==> src/rtl/dmem_arbiter_pkg.sv <==
// Shared types and default sizing for the two-port data-memory arbiter.
package dmem_arbiter_pkg;

  localparam int DEF_BYTE_W  = 4;
  localparam int DEF_ADDR_W  = 8;
  localparam int DEF_MEM_TOP = 300;

  typedef enum logic [1:0] {
    ST_IDLE = 2'd0,
    ST_BUSY = 2'd1,
    ST_DONE = 2'd2
  } state_t;

endpackage

==> src/rtl/dmem_arbiter_rr_arbiter2.sv <==
// Two-way round-robin grant: contention resolved by the pointer, which then
// moves to whichever port did not win.
module rr_arbiter2 (
  input  logic clk,
  input  logic reset,
  input  logic req0,
  input  logic req1,
  input  logic update,
  output logic grant,
  output logic ptr
);

  logic r_ptr;
  logic w_grant;

  // A lone request wins outright; only a tie consults the pointer.
  always_comb begin
    w_grant = 1'b0;
    if (req0 && req1) begin
      w_grant = r_ptr;
    end else if (req1) begin
      w_grant = 1'b1;
    end
  end

  always_ff @(posedge clk) begin
    if (reset) begin
      r_ptr <= 1'b0;
    end else if (update && (req0 || req1)) begin
      r_ptr <= ~w_grant;
    end
  end

  assign grant = w_grant;
  assign ptr   = r_ptr;

endmodule

==> src/rtl/dmem_arbiter.sv <==
// Arbitrates a processor port and a debug port onto one word-wide data memory;
// each access takes IDLE -> BUSY -> DONE and is range-checked against MEM_TOP.
module dmem_arbiter
  import dmem_arbiter_pkg::*;
#(
  parameter int BYTE_W  = DEF_BYTE_W,
  parameter int ADDR_W  = DEF_ADDR_W,
  parameter int MEM_TOP = DEF_MEM_TOP
) (
  input  logic                clk,
  input  logic                reset,
  input  logic                req0,
  input  logic                req1,
  input  logic                we0,
  input  logic                we1,
  input  logic [ADDR_W-1:0]   addr0,
  input  logic [ADDR_W-1:0]   addr1,
  input  logic [8*BYTE_W-1:0] wdata0,
  input  logic [8*BYTE_W-1:0] wdata1,
  output logic                ack0,
  output logic                ack1,
  output logic                err0,
  output logic                err1,
  output logic [8*BYTE_W-1:0] rdata0,
  output logic [8*BYTE_W-1:0] rdata1,
  output logic [ADDR_W-1:0]   mem_address,
  output logic [8*BYTE_W-1:0] mem_data,
  output logic                mem_write_enable,
  input  logic [8*BYTE_W-1:0] mem_read_data
);

  localparam int DW = 8 * BYTE_W;
  localparam int XW = ADDR_W + 2;

  state_t          r_state;
  logic            r_owner;
  logic            r_ack0;
  logic            r_ack1;
  logic            r_err0;
  logic            r_err1;
  logic [DW-1:0]   r_rdata0;
  logic [DW-1:0]   r_rdata1;

  logic            w_grant;
  logic            w_rr_ptr_unused;
  logic            w_update;
  logic            w_busy;
  logic            w_sel_we;
  logic [ADDR_W-1:0] w_sel_addr;
  logic [DW-1:0]   w_sel_wdata;
  logic [XW-1:0]   w_last_byte;
  logic            w_in_range;
  logic [DW-1:0]   w_rd_word;

  assign w_update = (r_state == ST_IDLE) && (req0 || req1);

  rr_arbiter2 u_rr (
    .clk    (clk),
    .reset  (reset),
    .req0   (req0),
    .req1   (req1),
    .update (w_update),
    .grant  (w_grant),
    .ptr    (w_rr_ptr_unused)
  );

  assign w_busy      = (r_state == ST_BUSY);
  assign w_sel_we    = r_owner ? we1    : we0;
  assign w_sel_addr  = r_owner ? addr1  : addr0;
  assign w_sel_wdata = r_owner ? wdata1 : wdata0;

  // Widened by two bits so an access near the top of the address space
  // cannot wrap around and masquerade as in range.
  assign w_last_byte = {2'b00, w_sel_addr} + XW'(BYTE_W - 1);
  assign w_in_range  = (w_last_byte <= XW'(MEM_TOP));
  assign w_rd_word   = w_in_range ? mem_read_data : '0;

  assign mem_address      = w_busy ? w_sel_addr  : '0;
  assign mem_data         = w_busy ? w_sel_wdata : '0;
  assign mem_write_enable = w_busy & w_sel_we & w_in_range & ~reset;

  always_ff @(posedge clk) begin
    if (reset) begin
      r_state  <= ST_IDLE;
      r_owner  <= 1'b0;
      r_ack0   <= 1'b0;
      r_ack1   <= 1'b0;
      r_err0   <= 1'b0;
      r_err1   <= 1'b0;
      r_rdata0 <= '0;
      r_rdata1 <= '0;
    end else begin
      case (r_state)
        ST_IDLE: begin
          r_ack0 <= 1'b0;
          r_ack1 <= 1'b0;
          r_err0 <= 1'b0;
          r_err1 <= 1'b0;
          if (req0 || req1) begin
            r_owner <= w_grant;
            r_state <= ST_BUSY;
          end
        end
        ST_BUSY: begin
          r_state <= ST_DONE;
          if (r_owner) begin
            r_ack1 <= 1'b1;
            r_err1 <= ~w_in_range;
            if (!w_sel_we) r_rdata1 <= w_rd_word;
          end else begin
            r_ack0 <= 1'b1;
            r_err0 <= ~w_in_range;
            if (!w_sel_we) r_rdata0 <= w_rd_word;
          end
        end
        ST_DONE: begin
          r_ack0  <= 1'b0;
          r_ack1  <= 1'b0;
          r_err0  <= 1'b0;
          r_err1  <= 1'b0;
          r_state <= ST_IDLE;
        end
        default: begin
          r_ack0  <= 1'b0;
          r_ack1  <= 1'b0;
          r_err0  <= 1'b0;
          r_err1  <= 1'b0;
          r_state <= ST_IDLE;
        end
      endcase
    end
  end

  assign ack0   = r_ack0;
  assign ack1   = r_ack1;
  assign err0   = r_err0;
  assign err1   = r_err1;
  assign rdata0 = r_rdata0;
  assign rdata1 = r_rdata1;

endmodule
==> config.mk <==
export PLATFORM = sky130hd
export DESIGN_NAME = dmem_arbiter
export DESIGN_NICKNAME = d
export VERILOG_FILES = /design/src/rtl/dmem_arbiter_pkg.sv /design/src/rtl/dmem_arbiter_rr_arbiter2.sv /design/src/rtl/dmem_arbiter.sv
export SDC_FILE = /design/constraint.sdc
export NUM_CORES = 1
export LEC_CHECK = 0
export CAP_MARGIN = 20
export CORE_MARGIN = 4
export CORE_UTILIZATION = 33
export DETAILED_ROUTE_END_ITERATION = 8
export GPL_TIMING_DRIVEN = 0
export HOLD_SLACK_MARGIN = 0.08
export PLACE_DENSITY_LB_ADDON = 0.2
export SLEW_MARGIN = 10
export SYNTH_ARGS = -nofsm -noshare
export SYNTH_HDL_FRONTEND = slang
export SYNTH_SLANG_ARGS = --single-unit
==> constraint.sdc <==
create_clock -name clk -period 1.5 [get_ports clk]
set_input_delay 0.45 -clock clk [delete_from_list [all_inputs] [get_ports clk]]
set_output_delay 0.45 -clock clk [all_outputs]
set_load 0.05 [all_outputs]
==> impl_results.md <==
- Top-Level Pins: 227
- CTS buffer count: 9
- Critical Path Max Stage Delay: 340 ps
- CORE AREA: 0.01042 mm2
- Row Count: 37
- CTS clk-pin slew, worst paths: 80 ps
- RSZ-0062 raised after global routing: true
- Post-route DRC: 0
- Post-synthesis mux area share: 29.54%
- Final setup viols: 41
- # fillers: 775
- Area share of and/or/nand/nor cells after synthesis: 25.00%
- Minimum clock period: 2023 ps
- Seq/Total Area, Yosys: 40.51%
- Max Cap Viol: 0
- Startpoint types: flip-flop
- Total power: 5.877 mW
- Crit Path Max Fanout: 7
- Nets: 738
- Synthesis-to-finish area growth: 101.7%
- Number of synthesized register bits: 72
- FMAX: 494.3 MHz
- Status: complete, but fails checks
- Post-Syn Area: 0.003558 mm2
- Layout Skew: 11.33 ps
- CP arrival: 1570 ps
- Pins Over Slew Limit: 0
- Synth area leaders: dfxtp_1 (41%), mux2i_1 (30%), nand2b_1 (17%)
- Htree depth: 3
- Post-route setup slack: -523.1 ps
- Final WL: 13,940 um
- GPL Wtd Cong: 0.8692
- Detailed-route wire length per cell: 18.32 um
- Setup_tns: -19,280 ps
- Worst slew pin tran: 447.2 ps
- Critical path depth: 6
- Worst Hold Class: flip-flop to flip-flop
- Final ANT Viol Nets: 0
- Share of layout cells above drive strength 1: 40.00%
- Xor and xnor area share after synthesis: 0%
- Worst-path cell chain: or2b_1, buf_6, buf_6, buf_12, nor2_4, buf_8
- Final worst path period share: 134.9%
- Violations in the final reports: setup timing
- Critical path data required time: 1050 ps
- CP max stage cell: dfxtp_4
- Post-Synthesis Cells: 366
- Leading area contributor after synthesis: dfxtp_1
- Depth of the most critical reg-to-reg path: 6
- Vias per std cell: 4.774
- Die span in y: 111.8 um
- First-pass GRT wire length: 21,590 um
- GRT Resource Usage Total: 21.55%
- P per Cell Area: 818.7 mW/mm2
- Synthesized Nets: 484
- 1st-iter DRT viols: 100
- Clock latency on the worst-skew pair: 340 ps
- Die Width: 111.8 um
- CP top delay family: buffers and inverters
- Synthesis Warnings: 0
- Clk root buf: clkbuf_8
- Headroom to the max-slew limit: 70.19%
- Worst VDD drop: 590.7 uV
- Clock Sinks: 72
- Dpl ws: -992.8 ps
- Starting Density: 34.16%
- Final hold viol count: 0
- Synth Area in Adders: 0%
- Antenna cells: 0
- TritonRoute pass-1 iters: 4
- Largest family of logic cells by synthesized area: multiplexers
- Synth Area in Compound Gates: 0.5274%
- Syn Area/Cell: 9.722 um2
- Clock buffer depth: 2
- CTS Hold Buffers Added: 0
- Critical path endpoint category: output pin
- Top cell type's share of synthesized area: 40.51%
- Post-DP Area: 0.006349 mm2
- Min-Delay Path Depth: 2
- Initial antenna violation count: 0
- PortBufs: 225
- Die area: 0.01251 mm2
- Vias after detailed routing: 3,633
- Largest net degree at the start of global routing: 15
- Pleak: 2.962 nW
- Remaining Overflow, GRT: 0
- Crit path buffers/inverters: 4
- Cell variety after synth: 22
- TritonCTS clock tree: yes
- Final instance area: 0.007178 mm2
- Placed wire-length estimate: 9414 um
- Crit path kind: flip-flop to output pin
- Vias in the first global route: 3,831
- CP most frequent cell: buf_6
==> per-stage QoR <==
| step | instances | hold slack (ps) | utilization [%] |
|---|---|---|---|
| floorplan | 366 | 444.7 | - |
| global placement | 727 | 433.8 | 60.95 |
| detailed placement | 727 | 443.2 | 60.95 |
| CTS | 760 | 451.3 | 67.96 |
| global route | 761 | 479.3 | 68.91 |
| finish | 761 | 456.8 | 68.91 |
==> logic make-up after synthesis <==
family	count (synthesis)
buffers and inverters	31
multiplexers	105
AND/OR/NAND/NOR	156
AO/OA/AOI/OAI	2
flip-flops	72
==> where the power goes <==
part,internal (mW),switching (mW)
clock network,0.957,0.792
registers,1.97,0.0320
logic,1.04,1.09
==> Yosys cell counts (all sizes together) <==
| cell type | count |
|---|---|
| buf | 18 |
| clkbuf | 11 |
| dfxtp | 72 |
| inv | 2 |
| mux2i | 105 |
| nand2 | 1 |
| nand2b | 96 |
| nand4bb | 2 |
| nor2 | 43 |
| nor2b | 2 |
| nor3 | 4 |
| nor3b | 1 |
| nor4 | 1 |
| nor4b | 2 |
| nor4bb | 1 |
| o211a | 1 |
| o32ai | 1 |
| or2b | 1 |
| or4b | 2 |
==> state kept, by name, summed over array words and instances (netlist names) <==
name / cells
err0: 1
r_owner: 1
rdata0: 32
err1: 1
u_rr.ptr: 1
ack0: 1
rdata1: 32
ack1: 1
r_state: 2
==> worst min-delay path, stage by stage, from the launching register on <==
cell and delay, ps:
dfxtp_1 320, nand2_1 60, nor3_1 40
==> final timing paths <==
path	slack, ps	startpoint	to
setup / recovery	-520	r_state[0]	mem_address[0]
hold / removal	460	err0	err0
setup reg to reg	30	r_state[0]	err1
hold reg to reg	460	err0	err0
==> cell type report <==
| type | instances | area (um2) | share of cell area, % |
|---|---|---|---|
| sequential | 72 | 1453 | 20.24 |
| tap | 136 | 170.2 | 2.371 |
| clock inverter | 7 | 102.6 | 1.429 |
| timing repair buffer | 243 | 2247 | 31.31 |
| inverter | 2 | 7.507 | 0.1046 |
| multi-input combinational | 263 | 2761 | 38.47 |
| clock buffer | 9 | 123.9 | 1.726 |
| buffer | 29 | 312.8 | 4.358 |
==> timing repair <==
action	4_1_cts	5_1_grt
cloned	4	1
setup endpoints to repair	132	75
resized for setup	740	24
pin swaps	13	10
setup buffers	13	1
==> cells in the final DEF (no fill, tap or decap), types with 3 or more instances in the layout <==
master | netlist | layout
buf_12 | 0 | 5
buf_16 | 0 | 4
buf_2 | 9 | 70
buf_4 | 2 | 13
buf_6 | 3 | 32
buf_8 | 0 | 20
clkbuf_1 | 11 | 9
clkbuf_8 | 0 | 10
clkdlybuf4s50_1 | 0 | 115
dfxtp_1 | 72 | 69
dfxtp_4 | 0 | 3
mux2i_1 | 105 | 65
mux2i_2 | 0 | 3
mux2i_4 | 0 | 37
nand2b_1 | 96 | 96
nor2_1 | 43 | 3
nor2_4 | 0 | 40
nor3_1 | 4 | 3
==> metal layers <==
| metal | GRT usage (%) | vias up | wire length (um) |
|---|---|---|---|
| met1 | 24.56 | 1716 | 5324 |
| met3 | 5.163 | 20 | 912 |
| met2 | 40.37 | 156 | 7467 |
| li1 | - | 1741 | - |
| met4 | 4.947 | 0 | 235 |
| met5 | 0 | - | 0 |
(Power assumes the default switching activity.)
